$ cat src/rtl/bitserial_pkg.sv
// bitserial_pkg
// Shared definitions for the bit-serial add/subtract controller.
//   state_t  : controller FSM states (IDLE, RUN, DONE)
//   BS_WIDTH : default operand/result width
//   OP_ADD / OP_SUB : encoding of the i_sub operation select
package bitserial_pkg;

    typedef enum logic [1:0] {
        IDLE = 2'd0,
        RUN  = 2'd1,
        DONE = 2'd2
    } state_t;

    localparam int BS_WIDTH = 8;

    localparam logic OP_ADD = 1'b0;
    localparam logic OP_SUB = 1'b1;

endpackage

$ cat src/rtl/bitserial_add_ctrl_alu.sv
// alu
// One-bit full-adder cell used by the bit-serial controller.
// Ports:
//   a, b   : operand bits
//   c_in   : carry in
//   sum    : sum bit
//   c_out  : carry out
module alu (
    input  logic a,
    input  logic b,
    input  logic c_in,
    output logic sum,
    output logic c_out
);

    assign sum   = a ^ b ^ c_in;
    assign c_out = (a & b) | (c_in & (a ^ b));

endmodule

$ cat src/rtl/bitserial_add_ctrl.sv
// bitserial_add_ctrl
// Sequencer that feeds a one-bit full-adder cell LSB-first, one bit per clock,
// and returns the collected parallel result. Supports A+B and A-B.
// Ports:
//   i_clk, i_rst_n          : clock (rising edge) and async active-low reset
//   i_valid / o_ready       : operand handshake (i_data_a, i_data_b, i_sub)
//   o_valid / i_ready       : result handshake (o_data_sum, o_data_carry, o_overflow)
//   o_busy                  : high while bits are being processed
module bitserial_add_ctrl
    import bitserial_pkg::*;
#(
    parameter  int WIDTH = BS_WIDTH,
    localparam int CNT_W = $clog2(WIDTH)
) (
    input  logic             i_clk,
    input  logic             i_rst_n,
    input  logic             i_valid,
    output logic             o_ready,
    input  logic [WIDTH-1:0] i_data_a,
    input  logic [WIDTH-1:0] i_data_b,
    input  logic             i_sub,
    output logic             o_valid,
    input  logic             i_ready,
    output logic [WIDTH-1:0] o_data_sum,
    output logic             o_data_carry,
    output logic             o_overflow,
    output logic             o_busy
);

    state_t             state;
    logic [WIDTH-1:0]   sa;
    logic [WIDTH-1:0]   sb;
    logic [WIDTH-1:0]   res;
    logic [CNT_W-1:0]   cnt;
    logic               c;
    logic               cell_sum;
    logic               cell_carry;
    logic               accept;
    logic               last_bit;
    logic [WIDTH-1:0]   next_res;

    alu u_alu (
        .a     (sa[0]),
        .b     (sb[0]),
        .c_in  (c),
        .sum   (cell_sum),
        .c_out (cell_carry)
    );

    // Ready is combinational on i_ready so a finished result can be handed
    // off and a new operand pair taken in the same cycle.
    assign o_ready  = (state == IDLE) || ((state == DONE) && i_ready);
    assign accept   = i_valid && o_ready;
    assign last_bit = (cnt == CNT_W'(WIDTH - 1));
    assign next_res = {cell_sum, res[WIDTH-1:1]};

    // Subtraction is A + ~B + 1: B is inverted on load and the carry register
    // is preset to 1, so the cell itself never needs to know the operation.
    always_ff @(posedge i_clk or negedge i_rst_n) begin
        if (!i_rst_n) begin
            state        <= IDLE;
            sa           <= '0;
            sb           <= '0;
            res          <= '0;
            cnt          <= '0;
            c            <= 1'b0;
            o_valid      <= 1'b0;
            o_busy       <= 1'b0;
            o_data_sum   <= '0;
            o_data_carry <= 1'b0;
            o_overflow   <= 1'b0;
        end else begin
            case (state)
                IDLE: begin
                end
                RUN: begin
                    sa  <= sa >> 1;
                    sb  <= sb >> 1;
                    res <= next_res;
                    c   <= cell_carry;
                    cnt <= cnt + 1'b1;
                    if (last_bit) begin
                        // At the MSB, c still holds the carry into the MSB.
                        o_data_sum   <= next_res;
                        o_data_carry <= cell_carry;
                        o_overflow   <= c ^ cell_carry;
                        o_valid      <= 1'b1;
                        o_busy       <= 1'b0;
                        state        <= DONE;
                    end
                end
                DONE: begin
                    if (i_ready) begin
                        o_valid <= 1'b0;
                        state   <= IDLE;
                    end
                end
                default: begin
                    state <= IDLE;
                end
            endcase

            // A new operand pair overrides the IDLE/DONE transitions above.
            if (accept) begin
                sa      <= i_data_a;
                sb      <= (i_sub == OP_SUB) ? ~i_data_b : i_data_b;
                c       <= (i_sub == OP_SUB);
                cnt     <= '0;
                o_valid <= 1'b0;
                o_busy  <= 1'b1;
                state   <= RUN;
            end
        end
    end

endmodule

$ cat config.mk
export PLATFORM = sky130hd
export DESIGN_NAME = bitserial_add_ctrl
export DESIGN_NICKNAME = d
export VERILOG_FILES = /design/src/rtl/bitserial_pkg.sv /design/src/rtl/bitserial_add_ctrl_alu.sv /design/src/rtl/bitserial_add_ctrl.sv
export SDC_FILE = /design/constraint.sdc
export NUM_CORES = 1
export LEC_CHECK = 0
export CORE_ASPECT_RATIO = 0.6
export CORE_MARGIN = 8
export CORE_UTILIZATION = 45
export CTS_CLUSTER_SIZE = 20
export DETAILED_ROUTE_END_ITERATION = 10
export PLACE_DENSITY = 0.7
export SLEW_MARGIN = 25
export SYNTH_ARGS = -nofsm -noshare
export SYNTH_HDL_FRONTEND = slang
export SYNTH_SLANG_ARGS = --single-unit
$ cat constraint.sdc
create_clock -name i_clk -period 3.8 [get_ports i_clk]
set_input_delay 0.76 -clock i_clk [delete_from_list [all_inputs] [get_ports i_clk]]
set_output_delay 0.76 -clock i_clk [all_outputs]
set_load 0.02 [all_outputs]
==> impl_results.md <==
- Die Span Y: 65.9 um
- Final setup vio count: 0
- Layout cells sized above 1: 15.3%
- Largest net degree at the start of global routing: 42
- Worst Hold Class: reg2reg
- 1st-pass router iterations: 4
- RSZ-0062 raised after global routing: no
- Switching Share: 34.9%
- Clock Latency Late Sink: 0.28 ns
- Total gr overflow: 0
- GR Util All Layers: 11.9%
- Register area share after synthesis: 55.0%
- Clk pin slew, worst setup/hold paths: 0.07 ns
- Final instance area: 0.00229 mm^2
- Drt initial violations: 30
- Max stage delay on crit path: 0.64 ns
- Total Power: 0.00185 W
- VDD IR max: 0.000417 V
- Combinational share of power: 43.3%
- CP Capture Type: primary output
- Distinct cell type count after synthesis: 26
- Fmax: 0.359 GHz
- Clk buf depth: 2
- HPWL Detailed: 2.79 mm
- P_int: 0.00121 W
- Via density: 5.24
- Antenna violations before repair: 0
- CP Depth: 4
- FP Rows: 18
- I/O Buffers: 33
- Min cycle time layout: 2.79 ns
- Final TNS setup: 0 ns
- Worst setup SP type: input port
- Net Count, Synth: 168
- Die width: 99.1 um
- Mapped Cells: 144
- Period utilisation layout: 73.4%
- Vias in the first global route: 1225
- I/O pin total: 34
- Final wirelength: 3.80 mm
- DR vias: 1184
- Slew HR: 38.9%
- Number of CTS-inserted buffers: 5
- Placed inst area: 0.00220 mm^2
- Max-cap violations: 0
- Actual slew at the worst max-slew pin: 0.917 ns
- Post-Place Worst Slack: 1.01 ns
- Outcome: completed
- CTS tree: built
- Remaining DRCs: 0
- R2R depth: 3
- Ys Warns: 0
- Die area: 0.00653 mm^2
- CP arrival: 2.03 ns
- Cell Area, Synth: 0.00186 mm^2
- Post-route ant nets: 0
- Crit path max fanout: 2
- Synth-to-Final Area Change: 22.8%
- CTS root buffer: clkbuf_8
- Leakage power: 1.03 nW
- Pwr/cell area: 810 mW/mm^2
- Initial Utilization: 46.0%
- First-pass GRT wire length: 6.04 mm
- Critical path class: in2out
- # fillers: 351
- Avg Cell Area, Syn: 12.9 um^2
- Htree depth: 2
- Worst Path Buf+Inv: 2
- Synth Register Bits: 41
- Final Hold Vio Count: 0
- Cell family with most CP delay: buffers and inverters
- Post-CTS Setup Bufs: 0
- Sw Pwr: 0.000647 W
- Final Max Slew Viols: 0
- Placer Congestion: 0.726
- Post-CTS Hold Buffers: 0
- Post-CTS Resized: 0
- Layout Skew: 0.00332 ns
- Clock Sinks: 41
- Wirelength per Cell: 16.8 um
- Clock network fraction of total power: 15.2%
- Worst Path Required: 3.04 ns
- Final nets: 200
- Flop pwr share: 41.5%
- Worst-path cell chain: clkdlybuf4s50_1 > nor2b_1 > nor2_1 > clkdlybuf4s50_1
- Hold path cells: 2
- CP max stage cell: clkdlybuf4s50_1
- Core Region: 0.00405 mm^2
- Worst hold slack: 0.506 ns
- Most frequent CP cell: clkdlybuf4s50_1
- N_diodes: 0
- Fin worst setup slack: 1.01 ns
==> cell usage after synthesis <==
cell | instances | area share (%)
mux2_4 | 2 | 1.6
a21oi_1 | 1 | 0.27
ha_1 | 2 | 1.3
nor2b_1 | 1 | 0.34
nand3b_1 | 1 | 0.40
buf_6 | 1 | 0.60
nor3_1 | 1 | 0.27
nor2_1 | 5 | 1.0
xor2_1 | 1 | 0.47
and3_1 | 1 | 0.34
o21ai_0 | 11 | 3.0
buf_4 | 3 | 1.2
mux2_2 | 16 | 9.7
dfrtp_1 | 41 | 55
xnor2_1 | 9 | 4.2
nand2b_1 | 2 | 0.67
nand2_1 | 5 | 1.0
mux2i_1 | 24 | 13
buf_2 | 3 | 0.81
fa_1 | 1 | 1.1
inv_1 | 1 | 0.20
clkbuf_2 | 1 | 0.27
nand4_1 | 8 | 2.7
nand3_1 | 1 | 0.27
clkbuf_1 | 1 | 0.20
inv_2 | 1 | 0.20
==> kinds of logic (layout without fill, tap and decap cells) <==
logic type      after synthesis  in the layout  share of synthesized area, %
xor+xnor                     10             10                          4.70
simple gates                 25             25                          6.98
fa+ha+maj                     3              3                          2.42
buf+inv                      11             43                          3.49
compound gates               12             12                          3.22
flops                        41             41                          55.0
mux                          42             42                          24.2
==> state kept, by name (all words and copies together) (netlist names) <==
signal        flops
o_data_sum        8
sa                8
sb                8
res               7
cnt               3
state             2
c                 1
o_busy            1
o_data_carry      1
o_overflow        1
o_valid           1
==> layer usage <==
metal | global-route usage, % | wire length (um)
met1 | 14.3 | 1720
met2 | 19.9 | 1840
met3 | 3.47 | 178
met4 | 5.06 | 54
met5 | 0 | 0
==> power groups by stage <==
stage	clock, W	sequential, W	combinational, W
floorplan	0	0.000813	0.000503
finish	0.000282	0.000768	0.000803
CTS	0.000289	0.000771	0.000821
global route	0.000312	0.000794	0.000877
global placement	0	0.000764	0.000776
detailed placement	0	0.000778	0.000816
==> metrics by stage <==
| step | util [%] | instances |
|---|---|---|
| 3_3_place_gp | 54.3 | 219 |
| 3_5_place_dp | 54.3 | 219 |
| 6_report | 56.5 | 226 |
| 2_1_floorplan | - | 144 |
| 5_1_grt | 56.5 | 226 |
| 4_1_cts | 56.5 | 226 |
==> cell type report <==
class	instances	area, um^2	area share, %
flip-flops and latches	41	1030	44.8
multi-input cells	92	773	33.8
repair buffers	34	333	14.5
clock buffers	7	86.3	3.77
well taps	50	62.6	2.73
inverters	2	7.51	0.328
==> placed cells by master (no fill, tap or decap), drive strengths merged <==
| cell type | n |
|---|---|
| buf | 2 |
| fa | 1 |
| nand3 | 1 |
| xnor2 | 9 |
| and3 | 1 |
| ha | 2 |
| a21oi | 1 |
| mux2i | 24 |
| nand2 | 5 |
| inv | 2 |
| nand3b | 1 |
| dfrtp | 41 |
| clkbuf | 7 |
| nand4 | 8 |
| nor3 | 1 |
| mux2 | 18 |
| nand2b | 2 |
| nor2 | 5 |
| clkdlybuf4s50 | 32 |
| o21ai | 11 |
| nor2b | 1 |
| xor2 | 1 |
==> path summary, 6_finish.rpt <==
| kind | slack [ns] | from | end |
|---|---|---|---|
| worst max-delay path | 1.01 | i_ready | o_ready |
| worst min register to register | 0.51 | o_overflow | o_overflow |
| min in group asynchronous | 0.59 | i_rst_n | o_busy |
| worst max register to register | 1.82 | state[1] | res[5] |
| max in group asynchronous | 2.65 | i_rst_n | o_valid |
| worst min-delay path | 0.51 | o_overflow | o_overflow |
==> tightest hold or removal path, delay by kind of cell (launching register included) <==
family / cells / cell delay [ns]
AOI/OAI and AO/OA: 1 / 0.07
DFF: 1 / 0.35
and+or+nand+nor: 1 / 0.05
Note: power is estimated with default switching activity, not from simulation.
